--- src/rtl/nibble_add_arbiter.sv ---
// Round-robin arbiter in front of one registered W-bit adder, with a valid/ready response channel.
// Optional NIBBLE_ARB_SAT_EN: saturate the sum to all ones when the add carries out.
module nibble_add_arbiter #(
  parameter int NREQ = 4,
  parameter int W = 4,
  localparam int IDW = $clog2(NREQ)
) (
  input  logic              clk,
  input  logic              reset,
  input  logic [NREQ-1:0]   req_valid,
  input  logic [NREQ*W-1:0] req_a,
  input  logic [NREQ*W-1:0] req_b,
  output logic [NREQ-1:0]   req_ready,
  output logic              rsp_valid,
  input  logic              rsp_ready,
  output logic [W-1:0]      rsp_sum,
  output logic              rsp_carry,
  output logic [IDW-1:0]    rsp_id,
  output logic              busy
);

  // state  | meaning
  // S_IDLE | offer a grant to the round-robin winner, latch operands on accept
  // S_CALC | run the add, load the response registers
  // S_RESP | hold the response until the consumer takes it
  typedef enum logic [1:0] {S_IDLE, S_CALC, S_RESP} state_t;

  state_t         state;
  logic [IDW-1:0] ptr;
  logic [IDW-1:0] grant;
  logic           any_valid;
  logic [W-1:0]   a_q;
  logic [W-1:0]   b_q;
  logic [IDW-1:0] id_q;
  logic [W:0]     sum_full;
  logic [W-1:0]   sum_out;

  // Search ptr+1 .. ptr; scanning downward lets the nearest valid index win.
  function automatic logic [IDW-1:0] rr_pick(input logic [NREQ-1:0] v, input logic [IDW-1:0] p);
    logic [IDW-1:0] pick;
    int idx;
    pick = '0;
    for (int k = NREQ; k >= 1; k--) begin
      idx = (int'(p) + k) % NREQ;
      if (v[idx]) pick = IDW'(idx);
    end
    return pick;
  endfunction

  assign any_valid = |req_valid;
  assign grant     = rr_pick(req_valid, ptr);
  assign req_ready = (state == S_IDLE && any_valid) ? (NREQ'(1) << grant) : '0;
  assign sum_full  = {1'b0, a_q} + {1'b0, b_q};

`ifdef NIBBLE_ARB_SAT_EN
  assign sum_out = sum_full[W] ? {W{1'b1}} : sum_full[W-1:0];
`else
  assign sum_out = sum_full[W-1:0];
`endif

  always_ff @(posedge clk) begin
    if (reset) begin
      state     <= S_IDLE;
      ptr       <= IDW'(NREQ - 1);
      a_q       <= '0;
      b_q       <= '0;
      id_q      <= '0;
      rsp_valid <= 1'b0;
      rsp_sum   <= '0;
      rsp_carry <= 1'b0;
      rsp_id    <= '0;
      busy      <= 1'b0;
    end else begin
      case (state)
        S_IDLE: begin
          if (any_valid) begin
            a_q   <= req_a[int'(grant)*W +: W];
            b_q   <= req_b[int'(grant)*W +: W];
            id_q  <= grant;
            ptr   <= grant;
            busy  <= 1'b1;
            state <= S_CALC;
          end
        end
        S_CALC: begin
          rsp_sum   <= sum_out;
          rsp_carry <= sum_full[W];
          rsp_id    <= id_q;
          rsp_valid <= 1'b1;
          state     <= S_RESP;
        end
        S_RESP: begin
          if (rsp_ready) begin
            rsp_valid <= 1'b0;
            busy      <= 1'b0;
            state     <= S_IDLE;
          end
        end
        default: state <= S_IDLE;
      endcase
    end
  end

endmodule

--- config.mk ---
export PLATFORM = sky130hd
export DESIGN_NAME = nibble_add_arbiter
export DESIGN_NICKNAME = d
export VERILOG_FILES = /design/src/rtl/nibble_add_arbiter.sv
export SDC_FILE = /design/constraint.sdc
export NUM_CORES = 1
export LEC_CHECK = 0
export BUFFER_PORTS_ARGS = -buffer_cell sky130_fd_sc_hd__buf_2
export CAP_MARGIN = 10
export CORE_MARGIN = 4
export CORE_UTILIZATION = 51
export DETAILED_ROUTE_END_ITERATION = 12
export PLACE_DENSITY_LB_ADDON = 0.05
export SETUP_SLACK_MARGIN = 0.3
export SYNTH_ARGS = -nofsm -noshare
export SYNTH_HDL_FRONTEND = slang
export SYNTH_SLANG_ARGS = --single-unit
--- constraint.sdc ---
create_clock -name clk -period 2.76 [get_ports clk]
set_input_delay 0.138 -clock clk [delete_from_list [all_inputs] [get_ports clk]]
set_output_delay 0.138 -clock clk [all_outputs]
set_load 0.1 [all_outputs]
==> metrics, run 1 <==
synthesized cell area=1300 µm²; crit path DAT=2.09 ns; DIE HEIGHT=58.5 µm; # Max-Cap Violations=0; final slew viol count=0; initial antenna violation count=0; GPL Wtd Cong=0.782; first-pass GRT wire length=4.70 mm; Simple-Gate Fraction of Synth Area=0.186; Crit-path slowest cell=buf_2; Routed WL=2.80 mm; number of distinct library cells after synthesis=29; most frequent cells in the layout=buf_2, dfxtp_1, mux2i_1, nand2_1; Synth Area in Adders=0.0539; DR DRC count=0; DRT antenna net count=0; YS warnings=0; post-route clock skew=0.00769 ns; # fillers=223; CTS Hold Bufs=0; routed via count=1,176; row count=18; WHS Path Cells=4; Pre-Repair DR Iteration Count=2; clk_lat worst skew=0.32 ns; r2r worst-path depth=5; most common cell after layout, fill and taps aside=buf_2; run status=finished clean; Max VDD drop=0.000600 V; RSZ-0062 raised after global routing=false; layout cell share with drive strength beyond 1=0.370; Relative slew margins=0.331; starting density of the core=0.530; power per cell area=636 nW/µm²; Mapped Avg Cell Area=9.22 µm²; mux share of post-synthesis cell area=0.192; CP required=2.62 ns; leakage power=0.751 nW; Fin. Hold Viols=0; 1st-iter DRT viols=38; Max Freq=448 MHz; HPWL Detailed=2.23 mm; total negative slack=0 ns; # IOs=52; CTS tree=done; WS Path Type=reg2out; port bufs=51; Buf/Inv on CP=1; Final nets=234; CTS Buf Count=3; slowest stage delay, CP=0.45 ns; DR vias/cell=5.37; H-tree depth=1; worst slew pin tran=1.00 ns; largest net degree at the start of global routing=24; Longest Clk Path Bufs=2; Root Buffer=clkbuf_4; Util after Layout=0.649; critical path startpoint category=flip-flop; xor-xnor portion of the synthesized cell area=0.0135; Multi-input gate area=805 µm²; crit-path cells=and2b_1 > o21ai_1 > o311ai_2 > nor3_2 > buf_2; minimum clock period=2.23 ns; vias in the first global route=1,194; global-route usage over all layers=0.176; grt ovf=0; largest family of logic cells by synthesized area=multiplexers; register area=460 µm²; die width=58.5 µm; # setup viols final=0; crit-path leading delay family=compound AO/OA/AOI/OAI gates; Setup Fix Bufs, Post-CTS=0; sequential fraction of the synthesis area=0.354; Die Area=3420 µm²; CTS resizes=0; Compound-Gate Fraction of Synth Area=0.155; CP Max Fanout=13; Net Count, Synth=185; clock slew at reported path FFs=0.12 ns; nature of the critical path endpoint=output pin; DR WL/cell=12.8 µm; Final Cycle Share=0.809; Clock Sinks=23; Area growth syn-to-layout=22.5%; antenna cells=0; Worst Hold Class=in2reg; Synth Register Bits=23; Levels on crit path=5; Core Footprint=2450 µm²; Mapped Cells=141
## synth_stat cells (all sizes together)
cell | n | share of area
dfxtp | 23 | 0.35
mux2i | 16 | 0.12
nand2 | 14 | 0.040
o21ai | 11 | 0.042
a21oi | 10 | 0.039
nand3b | 10 | 0.058
nor2 | 9 | 0.026
mux2 | 8 | 0.069
a211oi | 4 | 0.023
clkbuf | 4 | 0.012
ha | 4 | 0.039
nand2b | 4 | 0.019
a21o | 3 | 0.017
buf | 3 | 0.028
nor2b | 3 | 0.014
nor3 | 3 | 0.012
inv | 2 | 0.0058
xnor2 | 2 | 0.013
a211o | 1 | 0.0067
and2b | 1 | 0.0058
fa | 1 | 0.015
nor3b | 1 | 0.0058
o21bai | 1 | 0.0058
o221a | 1 | 0.0087
o311ai | 1 | 0.013
or2 | 1 | 0.0048
## worst reg2reg max path, cell delays in order (launching register included)
cell,delay (ns)
dfxtp_1,0.34
ha_1,0.23
fa_1,0.42
a21o_1,0.20
a211oi_1,0.29
nor3_1,0.08
## registers in the layout, indices dropped and copies added, names as in the netlist
signal / flops
rsp_sum: 4
b_q: 4
state: 2
busy: 1
rsp_valid: 1
a_q: 4
rsp_carry: 1
ptr: 2
rsp_id: 2
id_q: 2
## logic make-up after synthesis
| group | count (synthesis) |
|---|---|
| flops | 23 |
| fa+ha+maj | 5 |
| simple gates | 46 |
| compound gates | 32 |
| buf+inv | 9 |
| mux | 24 |
| xor+xnor | 2 |
## routing by layer
layer | GRT usage | vias up | share of wire | wire length [µm]
li1 | - | 597 | - | -
met1 | 0.184 | 542 | 0.40 | 1110
met2 | 0.327 | 26 | 0.53 | 1470
met3 | 0.0417 | 11 | 0.052 | 147
met4 | 0.0861 | 0 | 0.023 | 65
met5 | 0 | - | 0 | 0
## area by class of cell
type | count | area share
multi-input combinational | 109 | 0.505
sequential | 23 | 0.289
timing repair buffer | 51 | 0.160
tap | 30 | 0.0236
clock buffer | 3 | 0.0141
inverter | 2 | 0.00471
clock inverter | 1 | 0.00314
## where the power goes
group / internal (mW) / switching, mW
clock network: 0.0543 / 0.101
registers: 0.376 / 0.0319
logic: 0.152 / 0.298
total: 0.583 / 0.430
## per-stage QoR
| step | cells | setup slack, ns | instance area (µm²) | power [mW] | hold slack, ns |
|---|---|---|---|---|---|
| after floorplan | 141 | 0.394 | 1320 | 0.792 | 0.313 |
| after global placement | 215 | 0.769 | 1560 | 0.855 | 0.439 |
| after detailed placement | 215 | 0.731 | 1560 | 0.865 | 0.444 |
| after CTS | 219 | 0.366 | 1580 | 1.02 | 0.105 |
| after global routing | 219 | 0.359 | 1590 | 1.08 | 0.136 |
| final | 219 | 0.528 | 1590 | 1.01 | 0.114 |
## worst paths after layout
kind | from | endpoint | slack (ns)
max | ptr[0] | req_ready[0] | 0.53
min | rsp_ready | state[1] | 0.11
max reg2reg | a_q[0] | rsp_carry | 1.10
min reg2reg | rsp_sum[3] | rsp_sum[3] | 0.46
Note: power is estimated with default switching activity, not from simulation.
==> inputs of run 2 (changes only) <==
- CORE_UTILIZATION: 51 -> 43
- clock period: 2.76 -> 2 ns (I/O delays scaled with it)
==> run 2 against run 1 <==
Routed wire length grew 6.2%. Final cell count is 4.1% higher. Sequential power increased by 38%. Via count is 1.9% higher. Clock skew barely moved. Global-route usage fell by 1.9 points. Critical path depth unchanged. Sequential share of layout area decreased by 3.0 points. Combinational power up 69%. Worst hold slack got worse by 0.023 ns. Power up 51%. Critical endpoint is now req_ready[1]. Largest cell class unchanged. Largest power group unchanged.
==> metrics, run 2 (synthesis gave the netlist of run 1 again) <==
run status=finished clean (unchanged); DR DRC count=0 (unchanged); Clock Sinks=23 (unchanged); placed cell count=220 (was 215); H-tree depth=1 (unchanged); design area=1790 µm² (was 1590 µm²); Final Non-Filler Cells=228 (was 219); DIE HEIGHT=63.0 µm (was 58.5 µm); routed via count=1,198 (was 1,176); CTS Buf Count=3 (unchanged); vias in the first global route=1,279 (was 1,194); Final nets=242 (was 234); initial antenna violation count=0 (unchanged); Die Area=3970 µm² (was 3420 µm²); crit path to=req_ready[1] (was req_ready[0]); layout cell share with drive strength beyond 1=0.442 (was 0.370); Max VDD drop=0.000676 V (was 0.000600 V); Relative slew margins=0.646 (was 0.331); Final Cycle Share=0.908; CP Max Fanout=4 (was 13); minimum clock period=1.82 ns; Regs by FF count=a_q: 4 flops, b_q: 4 flops, rsp_sum: 4 flops (unchanged); grt ovf=0 (unchanged); # IOs=52 (unchanged); starting density of the core=0.460 (was 0.530); Pre-Repair DR Iteration Count=4 (was 2); Area growth syn-to-layout=37.4% (was 22.5%); most frequent cells in the layout=buf_2, dfxtp_1, mux2i_1, nand2_1 (unchanged); Routed WL=2.98 mm (was 2.80 mm); RR Startpoint=ptr[0] (was a_q[0]); clock slew at reported path FFs=0.12 ns (about the same); r2r worst-path depth=7 (was 5); RSZ-0062 raised after global routing=true (was false); Fin. Hold Viols=0 (unchanged); DR WL/cell=13.0 µm (was 12.8 µm); Max Freq=551 MHz; global-route usage over all layers=0.158 (was 0.176); CP required=1.90 ns (was 2.62 ns); post-route clock skew=0.00727 ns (was 0.00769 ns); worst hold margin=0.0908 ns (was 0.114 ns); Root Buffer=clkbuf_4 (unchanged); DR vias/cell=5.25 (was 5.37); leakage power=0.830 nW (was 0.751 nW); total negative slack=0 ns (unchanged); nature of the critical path endpoint=output pin (unchanged); row count=19 (was 18); final slew viol count=0 (unchanged); crit path DAT=1.72 ns (was 2.09 ns); first-pass GRT wire length=5.16 mm (was 4.70 mm); CP startpoint=ptr[0] (unchanged); # Max-Cap Violations=0 (unchanged); DRT antenna net count=0 (unchanged); power per cell area=858 nW/µm² (was 636 nW/µm²); die width=63.0 µm (was 58.5 µm); Placed Area=1670 µm² (was 1560 µm²); Worst Hold Class=in2reg (unchanged); Longest Clk Path Bufs=2 (unchanged); port bufs=51 (unchanged); CTS Hold Bufs=0 (unchanged); CTS tree=done (unchanged); WS Path Type=reg2out (unchanged); HPWL Detailed=2.27 mm (was 2.23 mm); GPL Wtd Cong=0.754 (was 0.782); clk_lat worst skew=0.31 ns (was 0.32 ns); Core Footprint=2830 µm² (was 2450 µm²); worst slew pin tran=0.530 ns (was 1.00 ns); most common cell after layout, fill and taps aside=buf_2 (unchanged); reg-to-reg endpoint=a_q[0] (was rsp_carry); reg2reg setup slack=0.26 ns (was 1.10 ns); critical path startpoint category=flip-flop (unchanged); antenna cells=0 (unchanged); # setup viols final=0 (unchanged); largest net degree at the start of global routing=24 (unchanged); 1st-iter DRT viols=43 (was 38)
## run 2: worst min-delay path by stage
stage,start,end,slack [ns],depth (start not counted)
global route,rsp_ready,busy,0.08,4
detailed placement,rsp_ready,state[1],0.42,4
CTS,rsp_ready,state[1],0.07,4
floorplan,reset,a_q[3],0.28,2
global placement,rsp_ready,state[1],0.41,4
finish,rsp_ready,state[1],0.09,4
## run 2: repair_timing
| item | in CTS | in global routing |
|---|---|---|
| gates resized for setup | 8 | 6 |
| setup endpoints to repair | 4 | 12 |
| buffers inserted | 4 | 0 |
| pin swaps | 3 | 2 |
## run 2: layer usage
layer  up-vias  routed length (µm)  GRT usage
met5         -                   0          0
li1        620                   -          -
met1       552                1270      0.173
met4         0                  14     0.0275
met2        24                1570      0.298
met3         2                 119     0.0468
## run 2: through the flow
stage	setup slack, ns	utilization	power [mW]
CTS	0.190	0.623	1.53
global route	0.111	0.632	1.63
finish	0.185	0.632	1.53
floorplan	0.0585	-	1.12
global placement	0.431	0.591	1.27
detailed placement	0.371	0.591	1.28
## run 2: worst max-delay path, stage by stage, from the launching register on
cell,delay (ns)
dfxtp_2,0.36
and2b_1,0.19
o221a_2,0.27
buf_12,0.14
nor3b_4,0.23
buf_12,0.20
## run 2: area by class of cell
class,count,area [µm²]
clock buffers,3,22.5
clock inverters,1,5.00
fillers,249,1040
inverters,2,7.51
multi-input cells,109,855
flip-flops and latches,23,463
well taps,31,38.8
repair buffers,59,395
## run 2: power by group
| part | switching, mW | total [mW] | internal (mW) |
|---|---|---|---|
| registers | 0.0423 | 0.562 | 0.520 |
| logic | 0.454 | 0.760 | 0.306 |
| clock network | 0.135 | 0.210 | 0.0747 |
| total | 0.631 | 1.53 | 0.901 |
